## src/rtl/sd_read_arbiter.sv

```systemverilog
// ---------------------------------------------------------------------------
// sd_read_arbiter
//
// Two requesters share one SD-card block reader. Channel 0 is the MP3
// streaming path and channel 1 is the image/asset loader. The arbiter grants
// one channel at a time and latches that channel's block address. It drives
// the read strobe, follows the controller's busy flag through a complete
// read, and returns a one-cycle DONE or TIMEOUT_ERR pulse to the owner.
//
// State | Meaning
// ------+-------------------------------------------------------------------
// IDLE     | no read in flight; arbitrate when the card is ready
// ISSUE    | strobe asserted, waiting for SD_IS_READING to rise (timed)
// BUSY     | controller is reading; wait for SD_IS_READING to fall
// COMPLETE | one-cycle DONE pulse; guarantees an idle gap between reads
//
// Ports:
//   CLK                 system clock; all logic uses the rising edge
//   RESET               synchronous, active-high reset
//   SD_HAS_INITIALIZED  controller has finished card init
//   SD_IS_READING       controller is busy with a block read
//   REQ0 / ADDR0        channel 0 level request and block address
//   REQ1 / ADDR1        channel 1 level request and block address
//   SD_TO_READ          read strobe to the controller
//   SD_READ_ADDRESS     latched block address to the controller
//   GRANT0 / GRANT1     the named channel currently owns the reader
//   DONE0 / DONE1       one-cycle read-complete pulse to the owner
//   TIMEOUT_ERR         one-cycle pulse: the granted read never started
//   OWNER               index of the last or current granted channel
// ---------------------------------------------------------------------------
module sd_read_arbiter #(
    parameter int START_TIMEOUT = 1024,
    parameter int TO_W          = 16
) (
    input  logic        CLK,
    input  logic        RESET,
    input  logic        SD_HAS_INITIALIZED,
    input  logic        SD_IS_READING,
    input  logic        REQ0,
    input  logic [31:0] ADDR0,
    input  logic        REQ1,
    input  logic [31:0] ADDR1,
    output logic        SD_TO_READ,
    output logic [31:0] SD_READ_ADDRESS,
    output logic        GRANT0,
    output logic        GRANT1,
    output logic        DONE0,
    output logic        DONE1,
    output logic        TIMEOUT_ERR,
    output logic        OWNER
);

    typedef enum logic [1:0] {
        S_IDLE     = 2'd0,
        S_ISSUE    = 2'd1,
        S_BUSY     = 2'd2,
        S_COMPLETE = 2'd3
    } state_t;

    localparam logic [TO_W-1:0] TO_LAST = TO_W'(START_TIMEOUT - 1);

    state_t            state;
    state_t            state_nxt;
    logic [TO_W-1:0]   to_cnt;
    logic [TO_W-1:0]   to_cnt_nxt;
    logic              busy_d;
    logic              rise;
    logic              fall;
    logic              winner;
    logic              can_arb;

    logic              to_read_nxt;
    logic [31:0]       addr_nxt;
    logic              grant0_nxt;
    logic              grant1_nxt;
    logic              done0_nxt;
    logic              done1_nxt;
    logic              to_err_nxt;
    logic              owner_nxt;

    // Busy edges are taken against a registered copy of the controller flag.
    assign rise = SD_IS_READING & ~busy_d;
    assign fall = ~SD_IS_READING & busy_d;

    // A lone request wins outright; on a tie the channel that did not own
    // the reader last time wins. OWNER resets to 1 so channel 0 takes the
    // first tie.
    always_comb begin
        winner = 1'b0;
        if (REQ0 && REQ1) begin
            winner = ~OWNER;
        end else if (REQ1) begin
            winner = 1'b1;
        end
    end

    assign can_arb = SD_HAS_INITIALIZED & ~SD_IS_READING & (REQ0 | REQ1);

    always_comb begin
        state_nxt   = state;
        to_cnt_nxt  = to_cnt;
        to_read_nxt = SD_TO_READ;
        addr_nxt    = SD_READ_ADDRESS;
        grant0_nxt  = GRANT0;
        grant1_nxt  = GRANT1;
        done0_nxt   = 1'b0;
        done1_nxt   = 1'b0;
        to_err_nxt  = 1'b0;
        owner_nxt   = OWNER;

        case (state)
            S_IDLE: begin
                if (can_arb) begin
                    owner_nxt   = winner;
                    addr_nxt    = winner ? ADDR1 : ADDR0;
                    grant0_nxt  = ~winner;
                    grant1_nxt  = winner;
                    to_read_nxt = 1'b1;
                    to_cnt_nxt  = '0;
                    state_nxt   = S_ISSUE;
                end
            end

            S_ISSUE: begin
                to_cnt_nxt = to_cnt + 1'b1;
                // A rise on the terminal-count cycle still counts as a start.
                if (rise) begin
                    state_nxt = S_BUSY;
                end else if (to_cnt == TO_LAST) begin
                    to_read_nxt = 1'b0;
                    grant0_nxt  = 1'b0;
                    grant1_nxt  = 1'b0;
                    to_err_nxt  = 1'b1;
                    state_nxt   = S_IDLE;
                end
            end

            S_BUSY: begin
                if (fall) begin
                    to_read_nxt = 1'b0;
                    grant0_nxt  = 1'b0;
                    grant1_nxt  = 1'b0;
                    done0_nxt   = GRANT0;
                    done1_nxt   = GRANT1;
                    state_nxt   = S_COMPLETE;
                end
            end

            S_COMPLETE: begin
                // No arbitration here: forces one idle cycle between reads.
                state_nxt = S_IDLE;
            end

            default: begin
                to_read_nxt = 1'b0;
                grant0_nxt  = 1'b0;
                grant1_nxt  = 1'b0;
                state_nxt   = S_IDLE;
            end
        endcase
    end

    always_ff @(posedge CLK) begin
        if (RESET) begin
            state           <= S_IDLE;
            to_cnt          <= '0;
            busy_d          <= 1'b0;
            SD_TO_READ      <= 1'b0;
            SD_READ_ADDRESS <= 32'd0;
            GRANT0          <= 1'b0;
            GRANT1          <= 1'b0;
            DONE0           <= 1'b0;
            DONE1           <= 1'b0;
            TIMEOUT_ERR     <= 1'b0;
            OWNER           <= 1'b1;
        end else begin
            state           <= state_nxt;
            to_cnt          <= to_cnt_nxt;
            busy_d          <= SD_IS_READING;
            SD_TO_READ      <= to_read_nxt;
            SD_READ_ADDRESS <= addr_nxt;
            GRANT0          <= grant0_nxt;
            GRANT1          <= grant1_nxt;
            DONE0           <= done0_nxt;
            DONE1           <= done1_nxt;
            TIMEOUT_ERR     <= to_err_nxt;
            OWNER           <= owner_nxt;
        end
    end

endmodule

```

## config.mk

```make
export PLATFORM = sky130hd
export DESIGN_NAME = sd_read_arbiter
export DESIGN_NICKNAME = d
export VERILOG_FILES = /design/src/rtl/sd_read_arbiter.sv
export SDC_FILE = /design/constraint.sdc
export NUM_CORES = 1
export LEC_CHECK = 0
export ABC_AREA = 1
export BUFFER_PORTS_ARGS = -buffer_cell sky130_fd_sc_hd__buf_2
export CAP_MARGIN = 40
export CORE_UTILIZATION = 40
export DETAILED_ROUTE_END_ITERATION = 6
export PLACE_DENSITY = 0.67
export SLEW_MARGIN = 15
export SYNTH_ARGS = -nofsm -noshare
export SYNTH_HDL_FRONTEND = slang
export SYNTH_SLANG_ARGS = --single-unit
```

## constraint.sdc

```tcl
create_clock -name CLK -period 4.55 [get_ports CLK]
set_input_delay 0.455 -clock CLK [delete_from_list [all_inputs] [get_ports CLK]]
set_output_delay 0.455 -clock CLK [all_outputs]
set_load 0.02 [all_outputs]
```

==> results.md <==
* Outcome: complete, no violations
* FILL cells at 672
* I/O Buffers at 108
* Most common cell in the synthesized netlist: nand2_1
* Longest Clk Path Bufs at 2
* Worst EP required at ~4.8 ns
* Syn nets at between 400 and 500
* GPL Wtd Cong at 0.868
* WL/cell at around 12 microns
* Vias in the first global route at 2,581
* Fmax at 474 MHz
* Critical path endpoint category: register
* Std-Cell Rows at 30
* Worst path depth at 7
* Most used cell, CP: inv_1
* DR vias/cell at just under 5
* Multiplexer share of the synthesized area at 0%
* Setup WS pre-CTS at 2.37 ns
* Sequential share of the synthesized area at 41.7%
* Synth warn at 0
* Setup_tns at 0 ns
* Reg clk slew, reported paths at 0.07 ns
* Worst-Skew Late Latency at 0.33 ns
* Crit path cell chain: inv_1 -> ha_1 -> inv_1 -> nor2_4 -> buf_4 -> o21ai_0 -> a31oi_1
* Die W at 85.4 microns
* Leading area contributor after synthesis: dfxtp_1
* Crit share post-route at 46.4%
* Area Overhead vs Synth at 28.7%
* Post-CTS Setup Bufs at 0
* # resized after CTS at 0
* Final setup margin at 2.44 ns
* Starting Density at 41.2%
* FF-to-FF End: SD_READ_ADDRESS[13]
* Pins Over Slew Limit at 0
* Power Dens Cells at 429 nW/um^2
* Unrepaired setup endpoints after global routing: false
* Initial antenna violation count at 0
* Clock Sinks at 58
* TritonCTS Buffers at 9
* Crit path DAT at 2.37 ns
* Startpoint type of the worst setup path: register
* Post-synth EDFFs at 0
* First-pass GRT wire length at around 11 mm
* Leak pwr at 1.71 nW
* CP top delay family: buffers and inverters
* Core area at 6760 sq um
* Hold Path Class: in2reg
* Die ar. at 7290 sq um
* Largest net degree at the start of global routing at 36
* CTS tree: built
* Register-to-Register Path Depth at 7
* Synth cell types at 31
* Final min period at 2.11 ns
* Share of the synthesized area in the top cell type at between 40% and 50%
* DR vias at 2,794
* Ys async rst share at 0%
* # DRC at 0
* Top FF cell, synth: dfxtp_1
* HPWL after DPL at between 5 and 6 mm
* Commonest cells in the synthesized netlist: nand2_1, dfxtp_1, inv_1
* Xor/xnor share of the synthesized area at 0%
* Synthesized cell area at roughly 2800 sq um
* Share of cells above drive strength 1 at about 29%
* Min-Delay Startpoint: ADDR1[30]
* 1st-iter DRT viols at 84
* Syn Inst Count at 387
* Crit path max fanout at 33
* Largest family of logic cells by synthesized area: simple AND/OR/NAND/NOR gates
* Slew @ Worst Pin at slightly above 0.7 ns
* Syn Area/Cell at 7.19 sq um
* Area contributors post-synth: dfxtp_1, nand2_1, a31oi_1, inv_1, nor2_1
* Flop2flop setup slack at 2.44 ns
* Global Route Usage Sum at 19.5%
* Worst reg2reg startpoint: state[0]
* Max incr delay on CP at 0.59 ns
* Worst Setup Path Type: reg2reg
* WHS Path Cells at 3
* CP Buf/Inv Count at 3
* Boundary Pins at 109
* Grt total ovfl at 0
* Synth Area in Adders at 1.80%
* DRT Pass-1 Iters at 4
* CP max-delay cell: nor2_4
* CTS HTree Levels at 3
* Root buf cell: clkbuf_8
* Post-synthesis compound-gate area fraction at 20.5%
* Post-Synth Simple-Gate Area at around 27%
* Flip-flop and latch count after synthesis at 58
* Antenna Violating Nets Remaining at 0
* Final hold vios at 0
* Cts-stage hold buffer count at 0
* Antenna diode count at 0
* Hold EP: SD_READ_ADDRESS[30]
* Max Cap Viol at 0
* Clock Skew at 0.0115 ns
* Die height at around 85 microns
* Layout Nets at roughly 570
* WL final at ~7 mm
* Final setup viols at 0
* IR drop worst, VDD at 0.255 mV
* Slew margin rel. at 52.2%
## cells in the final DEF, fill, tap and decap left out, drive strengths merged
cell type,Yosys,layout
dfxtp,58,58
clkinv,0,3
or2,1,1
nor2,35,35
a21oi,18,18
inv,35,35
nand2,114,114
bufinv,0,2
buf,15,112
o21ai,41,41
o21a,1,1
nand4,5,5
a211oi,1,1
o21bai,1,1
ha,4,4
o211ai,1,1
nand3,17,17
clkbuf,4,11
nor3,2,2
a31oi,32,32
and2,1,1
nand3b,1,1
## metal layers
layer | global-route usage, % | up-vias | wire length (microns)
li1 | - | 1492 | -
met1 | 22.4 | 1200 | 3020
met2 | 33.6 | 95 | 3270
met3 | 7.10 | 7 | 516
met4 | 6.67 | 0 | 88
met5 | 0 | - | 0
## state kept, by name (all words and copies together) (netlist names), named ones only
| register | cells |
|---|---|
| SD_READ_ADDRESS | 32 |
| to_cnt | 16 |
| DONE0 | 1 |
| DONE1 | 1 |
| GRANT0 | 1 |
| GRANT1 | 1 |
| OWNER | 1 |
| SD_TO_READ | 1 |
| TIMEOUT_ERR | 1 |
| busy_d | 1 |
| state | 1 |
## how the worst max path moves through the flow
stage / from / endpoint / slack, ns
finish: state[0] / SD_READ_ADDRESS[13] / 2.44
global route: state[0] / SD_READ_ADDRESS[11] / 2.25
CTS: state[0] / SD_READ_ADDRESS[13] / 2.43
detailed placement: SD_IS_READING / SD_READ_ADDRESS[31] / 2.37
global placement: REQ0 / SD_READ_ADDRESS[13] / 2.40
floorplan: state[0] / to_cnt[8] / 3.07
## cells by family after synthesis
family / Yosys count
compound gates: 95
buf+inv: 54
flops: 58
simple gates: 176
fa+ha+maj: 4
## power by group
| part | internal, mW | leakage, nW | switching [mW] |
|---|---|---|---|
| clock network | 0.308 | 0.107 | 0.206 |
| registers | 0.566 | 0.473 | 0.0319 |
| logic | 0.147 | 1.13 | 0.279 |
## stage by stage
step / total power [mW] / cells / util [%] / hold slack [ns] / area, sq um
after detailed placement: 1.03 / 560 / 49.9 / 0.441 / 3370
final: 1.54 / 576 / 53.0 / 0.379 / 3580
after global placement: 1.02 / 558 / 49.1 / 0.439 / 3320
after floorplan: 0.912 / 387 / - / 0.467 / 2780
after global routing: 1.62 / 576 / 53.0 / 0.379 / 3580
after CTS: 1.55 / 576 / 53.0 / 0.369 / 3580
## area by class of cell
class / count / area [sq um] / area share (%)
timing repair buffer: 112 / 611 / 17.1
tap: 80 / 100 / 2.80
inverter: 35 / 131 / 3.67
sequential: 58 / 1160 / 32.4
clock buffer: 11 / 131 / 3.67
multi-input combinational: 275 / 1370 / 38.2
clock inverter: 5 / 78.8 / 2.20
## tightest hold or removal path, stage by stage
cell	delay [ns]
buf_2	0.09
nand2_1	0.05
a31oi_1	0.07
Power figures use the tool's default switching activity.
